[src/rtl/vga_sync_generator.sv]
// VGA timing generator: pixel/line counters, phase FSMs, active-low syncs and frame tick.
// Define VGA_SYNC_DELAY_EN to delay VGA_HS/VGA_VS by one enabled cycle (colour pipeline alignment).
module vga_sync_generator #(
  parameter int H_DISPLAY = 640,
  parameter int H_FRONT   = 16,
  parameter int H_SYNC    = 96,
  parameter int H_BACK    = 48,
  parameter int V_DISPLAY = 480,
  parameter int V_FRONT   = 10,
  parameter int V_SYNC    = 2,
  parameter int V_BACK    = 33
) (
  input  logic       CLK,
  input  logic       RST,
  input  logic       pix_en,
  output logic [9:0] h_count,
  output logic [9:0] v_count,
  output logic       VGA_HS,
  output logic       VGA_VS,
  output logic       display_active,
  output logic       frame_tick,
  output logic [7:0] frame_count
);

  localparam int H_TOTAL = H_DISPLAY + H_FRONT + H_SYNC + H_BACK;
  localparam int V_TOTAL = V_DISPLAY + V_FRONT + V_SYNC + V_BACK;

  localparam logic [9:0] H_LAST    = 10'(H_TOTAL - 1);
  localparam logic [9:0] H_ACT_END = 10'(H_DISPLAY - 1);
  localparam logic [9:0] H_FP_END  = 10'(H_DISPLAY + H_FRONT - 1);
  localparam logic [9:0] H_SY_END  = 10'(H_DISPLAY + H_FRONT + H_SYNC - 1);
  localparam logic [9:0] V_LAST    = 10'(V_TOTAL - 1);
  localparam logic [9:0] V_ACT_END = 10'(V_DISPLAY - 1);
  localparam logic [9:0] V_FP_END  = 10'(V_DISPLAY + V_FRONT - 1);
  localparam logic [9:0] V_SY_END  = 10'(V_DISPLAY + V_FRONT + V_SYNC - 1);

  typedef enum logic [1:0] {ACTIVE, FRONT, SYNC, BACK} phase_t;

  phase_t     h_state, v_state;
  logic       hsync, vsync;
  logic       h_wrap, v_wrap;
  logic [9:0] h_next, v_next;

  // Next-position values let registered outputs line up with the counters they accompany.
  always_comb begin
    h_wrap = (h_count == H_LAST);
    v_wrap = (v_count == V_LAST);
    h_next = h_wrap ? 10'd0 : h_count + 10'd1;
    v_next = v_count;
    if (h_wrap) v_next = v_wrap ? 10'd0 : v_count + 10'd1;
  end

  always_ff @(posedge CLK or posedge RST) begin
    if (RST) begin
      h_count        <= 10'd0;
      v_count        <= 10'd0;
      h_state        <= ACTIVE;
      v_state        <= ACTIVE;
      hsync          <= 1'b1;
      vsync          <= 1'b1;
      display_active <= 1'b1;
      frame_tick     <= 1'b0;
      frame_count    <= 8'd0;
    end else begin
      frame_tick <= 1'b0;
      if (pix_en) begin
        h_count        <= h_next;
        v_count        <= v_next;
        display_active <= (h_next < 10'(H_DISPLAY)) && (v_next < 10'(V_DISPLAY));

        case (h_state)
          ACTIVE: if (h_count == H_ACT_END) h_state <= FRONT;
          FRONT:  if (h_count == H_FP_END) begin
                    h_state <= SYNC;
                    hsync   <= 1'b0;
                  end
          SYNC:   if (h_count == H_SY_END) begin
                    h_state <= BACK;
                    hsync   <= 1'b1;
                  end
          BACK:   if (h_wrap) h_state <= ACTIVE;
        endcase

        // Vertical phase only moves at end of line.
        if (h_wrap) begin
          case (v_state)
            ACTIVE: if (v_count == V_ACT_END) v_state <= FRONT;
            FRONT:  if (v_count == V_FP_END) begin
                      v_state <= SYNC;
                      vsync   <= 1'b0;
                    end
            SYNC:   if (v_count == V_SY_END) begin
                      v_state <= BACK;
                      vsync   <= 1'b1;
                    end
            BACK:   if (v_wrap) v_state <= ACTIVE;
          endcase
        end

        if (h_wrap && v_count == V_ACT_END) begin
          frame_tick  <= 1'b1;
          frame_count <= frame_count + 8'd1;
        end
      end
    end
  end

`ifdef VGA_SYNC_DELAY_EN
  always_ff @(posedge CLK or posedge RST) begin
    if (RST) begin
      VGA_HS <= 1'b1;
      VGA_VS <= 1'b1;
    end else if (pix_en) begin
      VGA_HS <= hsync;
      VGA_VS <= vsync;
    end
  end
`else
  assign VGA_HS = hsync;
  assign VGA_VS = vsync;
`endif

endmodule

[config.mk]
export PLATFORM = sky130hd
export DESIGN_NAME = vga_sync_generator
export DESIGN_NICKNAME = d
export VERILOG_FILES = /design/src/rtl/vga_sync_generator.sv
export SDC_FILE = /design/constraint.sdc
export NUM_CORES = 1
export LEC_CHECK = 0
export CELL_PAD_IN_SITES_DETAIL_PLACEMENT = 0
export CELL_PAD_IN_SITES_GLOBAL_PLACEMENT = 1
export CORE_ASPECT_RATIO = 1.5
export CORE_MARGIN = 2
export CORE_UTILIZATION = 30
export DETAILED_ROUTE_END_ITERATION = 16
export PLACE_DENSITY = 0.7
export SYNTH_ARGS = -nofsm -noshare
export SYNTH_HDL_FRONTEND = slang
export SYNTH_SLANG_ARGS = --single-unit
[constraint.sdc]
create_clock -name CLK -period 5 [get_ports CLK]
set_input_delay 1.5 -clock CLK [delete_from_list [all_inputs] [get_ports CLK]]
set_output_delay 1.5 -clock CLK [all_outputs]
set_load 0.05 [all_outputs]
==> metrics.md <==
| Metric | Value |
|---|---|
| Status | finished, final reports clean |
| Post-synth top cells | 33 x dfrtp_1, 20 x nand2_1, 15 x ha_1, 14 x xnor2_1, 13 x inv_1 |
| Leakage power | 1.09 nW |
| Via density | 5.12 |
| Overall Global Routing Usage | 13.2% |
| Crit start category | input port |
| Crit path largest cell delay | 700 ps |
| Top Family by Delay on Critical Path | simple AND/OR/NAND/NOR gates |
| # H-tree levels | 2 |
| Fmax | 274 MHz |
| Sequence of cells on the critical path | clkdlybuf4s50_1, nand4_1, or4_4, a221o_1, or2_1, mux2_1 |
| CTS tree | built |
| Setup violations, final | 0 |
| Die H | 107 microns |
| Post-route minimum period | 3650 ps |
| Drt wl/cell | 14.6 microns |
| Initial antenna violation count | 0 |
| Die ar. | 7780 sq um |
| Share of power burned in registers | 45.4% |
| Worst Clk Skew | 9.92 ps |
| Row count | 37 |
| Syn_nets | 229 |
| Final hold violations | 0 |
| Post-Syn Area | 2120 sq um |
| Tot Pwr | 0.000822 W |
| Worst path slowest cell | clkdlybuf4s50_1 |
| Post-synth cell types | 51 |
| Slew @ Worst Pin | 842 ps |
| Max-Cap Viols | 0 |
| Register area share after synthesis | 42.6% |
| Gate Count Post-Synth | 211 |
| Vias | 1668 |
| Layout area overhead | 24.3% |
| Buf+Inv Stages, Crit Path | 1 |
| Drt pass-1 iters | 4 |
| Area contributors post-synth | dfrtp_1 39%, ha_1 8.8%, xnor2_1 5.8% |
| Crit Path Max Fanout | 12 |
| Pint | 0.000512 W |
| Avg Cell Area, Syn | 10.1 sq um |
| Total wire length | 4760 microns |
| Post-synthesis sequential element count | 36 |
| Root Buffer | clkbuf_8 |
| Pwr per Cell Area | 312 nW/um^2 |
| DIE WIDTH | 72.7 microns |
| WP data arrival | 3870 ps |
| Setup WS pre-CTS | 1040 ps |
| Logic pwr share | 27.6% |
| Boundary Pins | 35 |
| CTS Sinks | 36 |
| Switching power | 0.000310 W |
| GRT Residual Overflow | 0 |
| Pin count of the biggest net entering global routing | 23 |
| Multi-input logic area | 1140 sq um |
| Hold buffers post-CTS | 0 |
| Final setup margin | 1350 ps |
| IO Port Bufs | 34 |
| Period Utilization, post-route | 72.9% |
| Ant diodes | 0 |
| Inserted Clock Buffers | 5 |
| Slew Limit Fails | 0 |
| DR iter-0 viols | 47 |
| Hold WC Path Type | flip-flop to flip-flop |
| EDFF count, synth | 0 |
| Worst setup EP type | flip-flop |
| First-pass GRT wire length | 8060 microns |
| Routed Antenna Nets | 0 |
| Worst skew pair latency | 290 ps |
| Yosys top cell area share | 38.9% |
| Register Area | 905 sq um |
| Primary FF master, synth | dfrtp_1 |
| WP data required | 5220 ps |
| Final GP Congestion | 0.745 |
| CORE AREA | 6850 sq um |
| Deepest clock path buffer count | 2 |
| Switching share of total power | 37.8% |
| PostCTS Resize Cnt | 0 |
| Fillers | 722 |
| Slew margin rel. | 43.8% |
| Worst-path clk slew | 80 ps |
| Vias in the first global route | 1656 |
| Setup TNS | 0 ps |
| Clock network fraction of total power | 27.1% |
| Worst Setup Path Type | input port to flip-flop |
| RSZ-0062 raised after global routing | false |
| Util after Layout | 38.5% |
| Synth async-reset ratio | 100% |
| DRC Markers | 0 |
| HPWL after DPL | 3590 microns |
| Final #Nets | 265 |
| Postcts setup bufs | 0 |
| IR drop worst, VDD | 0.000271 V |
| Count leader, synth | dfrtp_1 |
| Layout cells sized above 1 | 9.27% |
| Cell accounting for the most synthesized area | dfrtp_1 |
| Initial core utilization | 31.0% |
| Yosys warning total | 0 |
-- sequential cells by signal, summed over array words and instances (netlist names) --
register and flops:
v_state 2, VGA_VS 1, frame_count 8, display_active 1, frame_tick 1, v_count 10
h_state 2, VGA_HS 1, h_count 10
-- worst reg2reg max path: cells and delay by family, from the launching register on --
kind            cells  cell delay (ps)
simple gates        3              970
fa+ha+maj           1              240
flops               1              440
compound gates      1              330
mux                 1              310
-- kinds of logic after synthesis --
kind of cell | share of synthesized area (%)
XOR/XNOR | 7.42
multiplexers | 4.01
adder cells (fa/ha/maj) | 8.84
AND/OR/NAND/NOR | 22.0
buffers and inverters | 3.89
AO/OA/AOI/OAI | 11.2
flip-flops | 42.6
-- layout by cell type (no fill, tap or decap), types with 2 or more instances in the layout --
cell             instances
o21ai_0                 10
and3_1                   3
buf_4                    2
a21oi_1                  3
clkdlybuf4s50_1         34
nand4_1                  9
mux2_2                   3
dfrtp_1                 33
dfstp_2                  3
nor2_1                  10
or3_1                    2
ha_1                    15
nor3_1                   5
nand3_1                 12
o21a_1                   2
clkbuf_8                 6
a21o_1                   2
o41ai_1                  2
xor2_1                   4
and2_1                   2
nor4_1                   2
o31ai_1                  4
inv_1                   13
nand2b_1                 2
mux2i_1                  4
xnor2_1                 14
nand2_1                 20
and4_1                   2
-- worst paths after layout --
| kind | endpoint | startpoint | depth (start not counted) | slack [ps] |
|---|---|---|---|---|
| worst max register to register | VGA_VS | h_count[0] | 6 | 2650 |
| max in group asynchronous | VGA_HS | RST | 3 | 2540 |
| worst min-delay path | display_active | display_active | 2 | 480 |
| min in group asynchronous | frame_count[7] | RST | 2 | 1670 |
| worst max-delay path | VGA_VS | pix_en | 6 | 1350 |
| worst min register to register | display_active | display_active | 2 | 480 |
-- power by group through the flow --
stage               combinational (W)  sequential [W]  clock [W]
finish                       0.000227        0.000373   0.000223
global route                 0.000240        0.000380   0.000242
CTS                          0.000229        0.000373   0.000232
detailed placement           0.000229        0.000377          0
global placement             0.000228        0.000380          0
floorplan                   0.0000730        0.000454          0
-- metrics by stage --
| step | cell area [sq um] | cells | hold slack, ps |
|---|---|---|---|
| after floorplan | 2120 | 211 | 533 |
| after global placement | 2540 | 318 | 466 |
| after detailed placement | 2540 | 318 | 476 |
| after CTS | 2640 | 326 | 489 |
| after global routing | 2640 | 326 | 496 |
| final | 2640 | 326 | 481 |
-- per-layer routing --
metal | global-route usage [%] | vias up | part of all wire [%]
met1 | 15.8 | 809 | 42
met4 | 5.56 | 0 | 2.1
met3 | 2.26 | 9 | 2.9
li1 | - | 824 | -
met5 | 0 | - | 0
met2 | 22.9 | 26 | 53
-- cell type report --
class	instances	area share, %
multi-input combinational	155	43.1
inverter	13	1.85
clock buffer	6	3.13
clock inverter	2	0.522
sequential	36	34.3
tap	78	3.70
timing repair buffer	36	13.5
(Power assumes the default switching activity.)
